[config.mk]
export PLATFORM = sky130hd
export DESIGN_NAME = register_write
export DESIGN_NICKNAME = d
export VERILOG_FILES = /design/src/rtl/register_write.sv
export SDC_FILE = /design/constraint.sdc
export NUM_CORES = 2
export LEC_CHECK = 0
export CAP_MARGIN = 25
export CELL_PAD_IN_SITES_DETAIL_PLACEMENT = 1
export CELL_PAD_IN_SITES_GLOBAL_PLACEMENT = 1
export CORE_AREA = 5 5 413 415
export DETAILED_ROUTE_END_ITERATION = 7
export DIE_AREA = 0 0 418 420
export PLACE_DENSITY = 0.49
export SYNTH_ARGS = -nofsm -noshare
export SYNTH_HDL_FRONTEND = slang
export SYNTH_SLANG_ARGS = --single-unit
[constraint.sdc]
create_clock -name clk -period 102.3 [get_ports clk]
set_input_delay 15.345 -clock clk [delete_from_list [all_inputs] [get_ports clk]]
set_output_delay 15.345 -clock clk [all_outputs]
set_load 0.05 [all_outputs]
[src/rtl/register_write.sv]
// register_write: RV32I architectural register storage (x1..x31) with a
// single writeback port and a busy scoreboard for RAW hazard detection.
// x0 is not stored; the read side supplies zero for it.
//
// Ports:
//   clk, rst            rising-edge clock, asynchronous active-high reset
//   we, rd, wd          writeback enable, destination index, data
//   issue, issue_rd     issued producer and its destination index
//   busy                scoreboard, busy[i]=1 while xi has a pending write
//   ra .. t6            flop outputs for x1..x31 in ABI order
module register_write #(
    parameter logic [31:0]    SP_RESET = 32'h0000_3FFC,
    parameter logic [31:0]    GP_RESET = 32'h0000_1800,
    localparam int unsigned   XLEN     = 32,
    localparam int unsigned   NREG     = 32
) (
    input  logic            clk,
    input  logic            rst,
    input  logic            we,
    input  logic [4:0]      rd,
    input  logic [XLEN-1:0] wd,
    input  logic            issue,
    input  logic [4:0]      issue_rd,
    output logic [NREG-1:0] busy,
    output logic [XLEN-1:0] ra,
    output logic [XLEN-1:0] sp,
    output logic [XLEN-1:0] gp,
    output logic [XLEN-1:0] tp,
    output logic [XLEN-1:0] t0,
    output logic [XLEN-1:0] t1,
    output logic [XLEN-1:0] t2,
    output logic [XLEN-1:0] s0,
    output logic [XLEN-1:0] s1,
    output logic [XLEN-1:0] a0,
    output logic [XLEN-1:0] a1,
    output logic [XLEN-1:0] a2,
    output logic [XLEN-1:0] a3,
    output logic [XLEN-1:0] a4,
    output logic [XLEN-1:0] a5,
    output logic [XLEN-1:0] a6,
    output logic [XLEN-1:0] a7,
    output logic [XLEN-1:0] s2,
    output logic [XLEN-1:0] s3,
    output logic [XLEN-1:0] s4,
    output logic [XLEN-1:0] s5,
    output logic [XLEN-1:0] s6,
    output logic [XLEN-1:0] s7,
    output logic [XLEN-1:0] s8,
    output logic [XLEN-1:0] s9,
    output logic [XLEN-1:0] s10,
    output logic [XLEN-1:0] s11,
    output logic [XLEN-1:0] t3,
    output logic [XLEN-1:0] t4,
    output logic [XLEN-1:0] t5,
    output logic [XLEN-1:0] t6
);

    logic [XLEN-1:0] r_x [1:NREG-1];
    logic [NREG-1:0] r_busy;
    logic [NREG-1:0] w_wr_dec;
    logic [NREG-1:0] w_set_dec;

    // One-hot decodes; entry 0 dropped so x0 writes and x0 issues do nothing.
    always_comb begin
        w_wr_dec  = '0;
        w_set_dec = '0;
        if (we)    w_wr_dec[rd]        = 1'b1;
        if (issue) w_set_dec[issue_rd] = 1'b1;
        w_wr_dec[0]  = 1'b0;
        w_set_dec[0] = 1'b0;
    end

    // Register storage.
    always_ff @(posedge clk or posedge rst) begin
        if (rst) begin
            for (int i = 1; i < int'(NREG); i++) begin
                r_x[i] <= '0;
            end
            r_x[2] <= SP_RESET;
            r_x[3] <= GP_RESET;
        end else begin
            for (int i = 1; i < int'(NREG); i++) begin
                if (w_wr_dec[i]) r_x[i] <= wd;
            end
        end
    end

    // Scoreboard: a new producer (set) overrides a completing one (clear).
    always_ff @(posedge clk or posedge rst) begin
        if (rst) begin
            r_busy <= '0;
        end else begin
            r_busy <= (r_busy & ~w_wr_dec) | w_set_dec;
        end
    end

    assign busy = r_busy;
    assign ra   = r_x[1];
    assign sp   = r_x[2];
    assign gp   = r_x[3];
    assign tp   = r_x[4];
    assign t0   = r_x[5];
    assign t1   = r_x[6];
    assign t2   = r_x[7];
    assign s0   = r_x[8];
    assign s1   = r_x[9];
    assign a0   = r_x[10];
    assign a1   = r_x[11];
    assign a2   = r_x[12];
    assign a3   = r_x[13];
    assign a4   = r_x[14];
    assign a5   = r_x[15];
    assign a6   = r_x[16];
    assign a7   = r_x[17];
    assign s2   = r_x[18];
    assign s3   = r_x[19];
    assign s4   = r_x[20];
    assign s5   = r_x[21];
    assign s6   = r_x[22];
    assign s7   = r_x[23];
    assign s8   = r_x[24];
    assign s9   = r_x[25];
    assign s10  = r_x[26];
    assign s11  = r_x[27];
    assign t3   = r_x[28];
    assign t4   = r_x[29];
    assign t5   = r_x[30];
    assign t6   = r_x[31];

endmodule

# [Word level (Yosys, flattened, before mapping)]
# Cells that the tools add are included.
[totals] regBits=1024 out_inout_bits=1024 wordCells=47
[op_classes] magnitude_cmp=4 mux=6 bitwise=3 reduce_logical=2
[op_table] op="32-bit two-way mux" count=2
[op_table] op="32-bit bitwise AND" count=1
[op_table] op="32-bit inverter" count=1
[op_table] op="32-bit bitwise OR" count=1
[op_table] op="5-bit by 6-bit < comparator with 1-bit output (second input constant)" count=2
[op_table] op="1-bit demux with 5-bit select" count=2
[op_table] op="5-bit by 1-bit greater-or-equal comparator with 1-bit output (second input constant)" count=2
[op_table] op="1-bit logical AND" count=2
[op_table] op="1-bit two-way mux" count=2

# [Longest topological paths before layout]
[logic_depth] ltp_word=8 ltp_mapped=5 depth_no_buf=3

# [Least setup slack after synthesis]
# OpenSTA, ideal clock, no wires.
[synth_path] path_type="in2reg" start="input port rd[0]" end="register r_x, in the netlist t5[0]" setup_ns=0.125 arrival_time_ns=16.543 required_time_ns=102.175 path_slack_ns=85.632 path_stages=5 cell_sequence="buf_2 -> nand2b_1 -> nor2_1 -> buf_2 -> mux2_2"
[synth_between] elab_chain_len=5 word_cells_on_any_way=6
[synth_lines] item="from (decl)" line="20" text="input logic [4:0] rd,"
[synth_lines] item="5-bit by 6-bit < comparator with 1-bit output (implied by the code) or 5-bit by 1-bit greater-or-equal comparator with 1-bit output (tied branches)" line="67" text="if (we) w_wr_dec[rd] = 1'b1;"
[synth_lines] item="1-bit logical AND (implied by the code)" line="67"
[synth_lines] item="1-bit two-way mux (implied by the code)" line="67"
[synth_lines] item="1-bit demux with 5-bit select (*)" line="67"
[synth_lines] item="32-bit two-way mux (*)" line="67"
[synth_lines] item="to (signal, indexed assignment)" line="83" text="if (w_wr_dec[i]) r_x[i] <= wd;"
[synth_lines] item="to (decl)" line="58" text="logic [XLEN-1:0] r_x [1:NREG-1];"
# Every way passes the cells marked *; elsewhere a longest branch is shown, timed or not.
# A chain may end at the register's enable or synchronous reset.

==> results.toml <==
[route]
post_drt_wl_per_cell_um = 29.77
wirelength_mm = 169.4
drtIter0Drc = 1037
dr.pass1.iters = 5
vias = 24520
viasPerCell = 4.311
drc = 0
ant_nets = 0

[critical_path]
end_kind = "async pin"
ff2ff_setup_slack_ps = 101480
reg2reg_depth = 1
slowest_delay_ps = 820
critPathKind = "input pin to async pin"
crit_chain = "clkdlybuf4s50_1, inv_8, buf_4, buf_4, buf_4, buf_4"
worst_path_max_delay_cell = "buf_4"
timing.rr.end = "s8[12]"
cpMostUsedCell = "buf_4"
startpoint_type = "input pin"
crit_required_ps = 103060
path_max_fanout = 91
reg2reg_from = "s8[12]"
worstPathArrival_ps = 19430

[timing]
tns_ps = 0
rsz0062_at_grt = "no"
max_clock_freq_mhz = 53.58
hold_violations = 0
clock_skew_ps = 0
fin_ws_ps = 83640
drv_slew = 0
worstMarginPinSlew_ps = 1185
fin_crit_sh = 0.1824
slew_headroom = 0.2101
period_needed_ps = 18660
setup_viol = 0
timing.hold.ws_ps = 487.4

[cells_and_area]
stdcell_count = 5689
layout_commonest_cell = "clkdlybuf4s50_1"
fin_util = 0.3342
fin_area_um2 = 55570
drive_gt1_frac = 0.3719
area_delta_synth_final_pct = 44.83
layout_common_cells = "clkdlybuf4s50_1 (1,050), dfrtp_1 (1,009), mux2_2 (976)"
nets = 3419

[hold_path]
min_to = "s8[15]"
min_path_cells = 1
hold_path.class = "flop to flop"
hp-start = "s8[15]"

[power]
irDropWorstVdd_v = 0.00001522
powerDensity_nw_per_um2 = 27.93
leakagePower_nw = 24.29
power.total_mw = 1.552

[placement]
io_buffers = 1068
place_ws_ps = 82670
dp_hpwl_mm = 115.4
placed_cell_area_um2 = 51520
gp_congestion = 0.7311
dpl.cell_count = 5456

[clocking]
cts_tree = "yes"
clockRootBuffer = "clkbuf_16"
cts_buffer_depth = 3
clk_latency_ps = 720
cts_num_sinks = 1023
cts_max_level = 3
post_cts_resized = 0
cts_buffers = 119
hold_buffers = 0
clk_pin_slew_ps = 60
postCtsSetupRepairBufs = 0

[synth]
ys_seq_elements = 1023
synthFlopType = "dfrtp_1"
synth_edf_count = 0
yosys_warnings = 0
postSynth.asyncResetShare = 1.000
ys_seq_area_frac = 0.6676
ys_types = 33
synthCells = 2323
synth_area_um2 = 38370
avgSynthCellArea_um2 = 16.52
syn_nets = 2369

[grt]
grt_usage = 0.1866
grt_max_degree = 166
overflow = 0
antenna_found_initial = 15
grt_pass1_wl_mm = 228.9
grt_pass1_vias = 25970

[die]
row_count = 150
dieArea_um2 = 175600
start_util = 0.2308
ios = 1070
die_w_um = 418
dieHeight_um = 420
coreArea_um2 = 166300

[run_status]
status = "completed"

[job]
maxCapViolCount = 0
[layout make-up]
cell class / count / area [µm²]
clock buffer: 195 / 3656
inverter: 2 / 15.01
timing repair buffer: 1129 / 11120
antenna: 8 / 20.02
tap: 2204 / 2758
fill: 17390 / 110700
sequential: 1023 / 25620
multi-input combinational: 1098 / 12010
clock inverter: 30 / 372.9
[cells in the mapped netlist (2+ instances only)]
master	number	area share
mux2_1	16	0.0047
mux2_2	976	0.29
or3_1	3	0.00049
clkbuf_1	104	0.010
inv_1	2	0.00020
buf_1	6	0.00059
and4bb_2	3	0.00098
o2bb2ai_1	3	0.00068
o21ai_0	24	0.0031
nand2b_1	2	0.00033
buf_2	80	0.010
nand3b_1	4	0.00078
nand3_1	6	0.00078
buf_6	9	0.0026
a22o_1	15	0.0034
dfstp_2	14	0.0096
nand2_1	13	0.0013
nor2_1	14	0.0014
nor3b_1	4	0.00078
dfrtp_1	1009	0.66
nand4b_1	3	0.00068
nor2b_1	2	0.00033
[logic make-up (layout without fill, tap and decap cells)]
logic type,Yosys count,count (layout),synth area share
AO/OA/AOI/OAI,43,43,0.007403
AND/OR/NAND/NOR,62,62,0.009522
flip-flops,1023,1023,0.6676
other,1,9,0.00009773
buffers and inverters,202,1356,0.02423
multiplexers,992,992,0.2911
[where the power goes]
| part | internal (mW) | switching [mW] | leakage (nW) |
|---|---|---|---|
| clock | 0.254 | 0.181 | 1.97 |
| combinational | 0.189 | 0.402 | 9.29 |
| sequential | 0.485 | 0.0411 | 13.0 |
[worst max-delay path, delay by kind of cell]
kind | cells | cell delay [ps]
buffers and inverters | 6 | 3820
[per-layer routing]
| layer | part of all wire | vias to the layer above | track usage |
|---|---|---|---|
| met3 | 0.063 | 254 | 0.04859 |
| met4 | 0.047 | 0 | 0.08441 |
| li1 | - | 10310 | - |
| met2 | 0.51 | 808 | 0.3251 |
| met5 | 0 | - | 0 |
| met1 | 0.38 | 13150 | 0.2153 |
[worst max-delay path by stage]
stage / startpoint / to / slack [ps] / depth (start not counted)
2_1_floorplan: rst / a0[0] / 58190 / 1
4_1_cts: rst / busy[12] / 83510 / 6
6_report: rst / busy[12] / 83640 / 6
3_5_place_dp: rst / busy[12] / 82670 / 6
3_3_place_gp: rst / busy[12] / 82650 / 6
5_1_grt: rst / t3[6] / 83060 / 6
(Power assumes the default switching activity.)
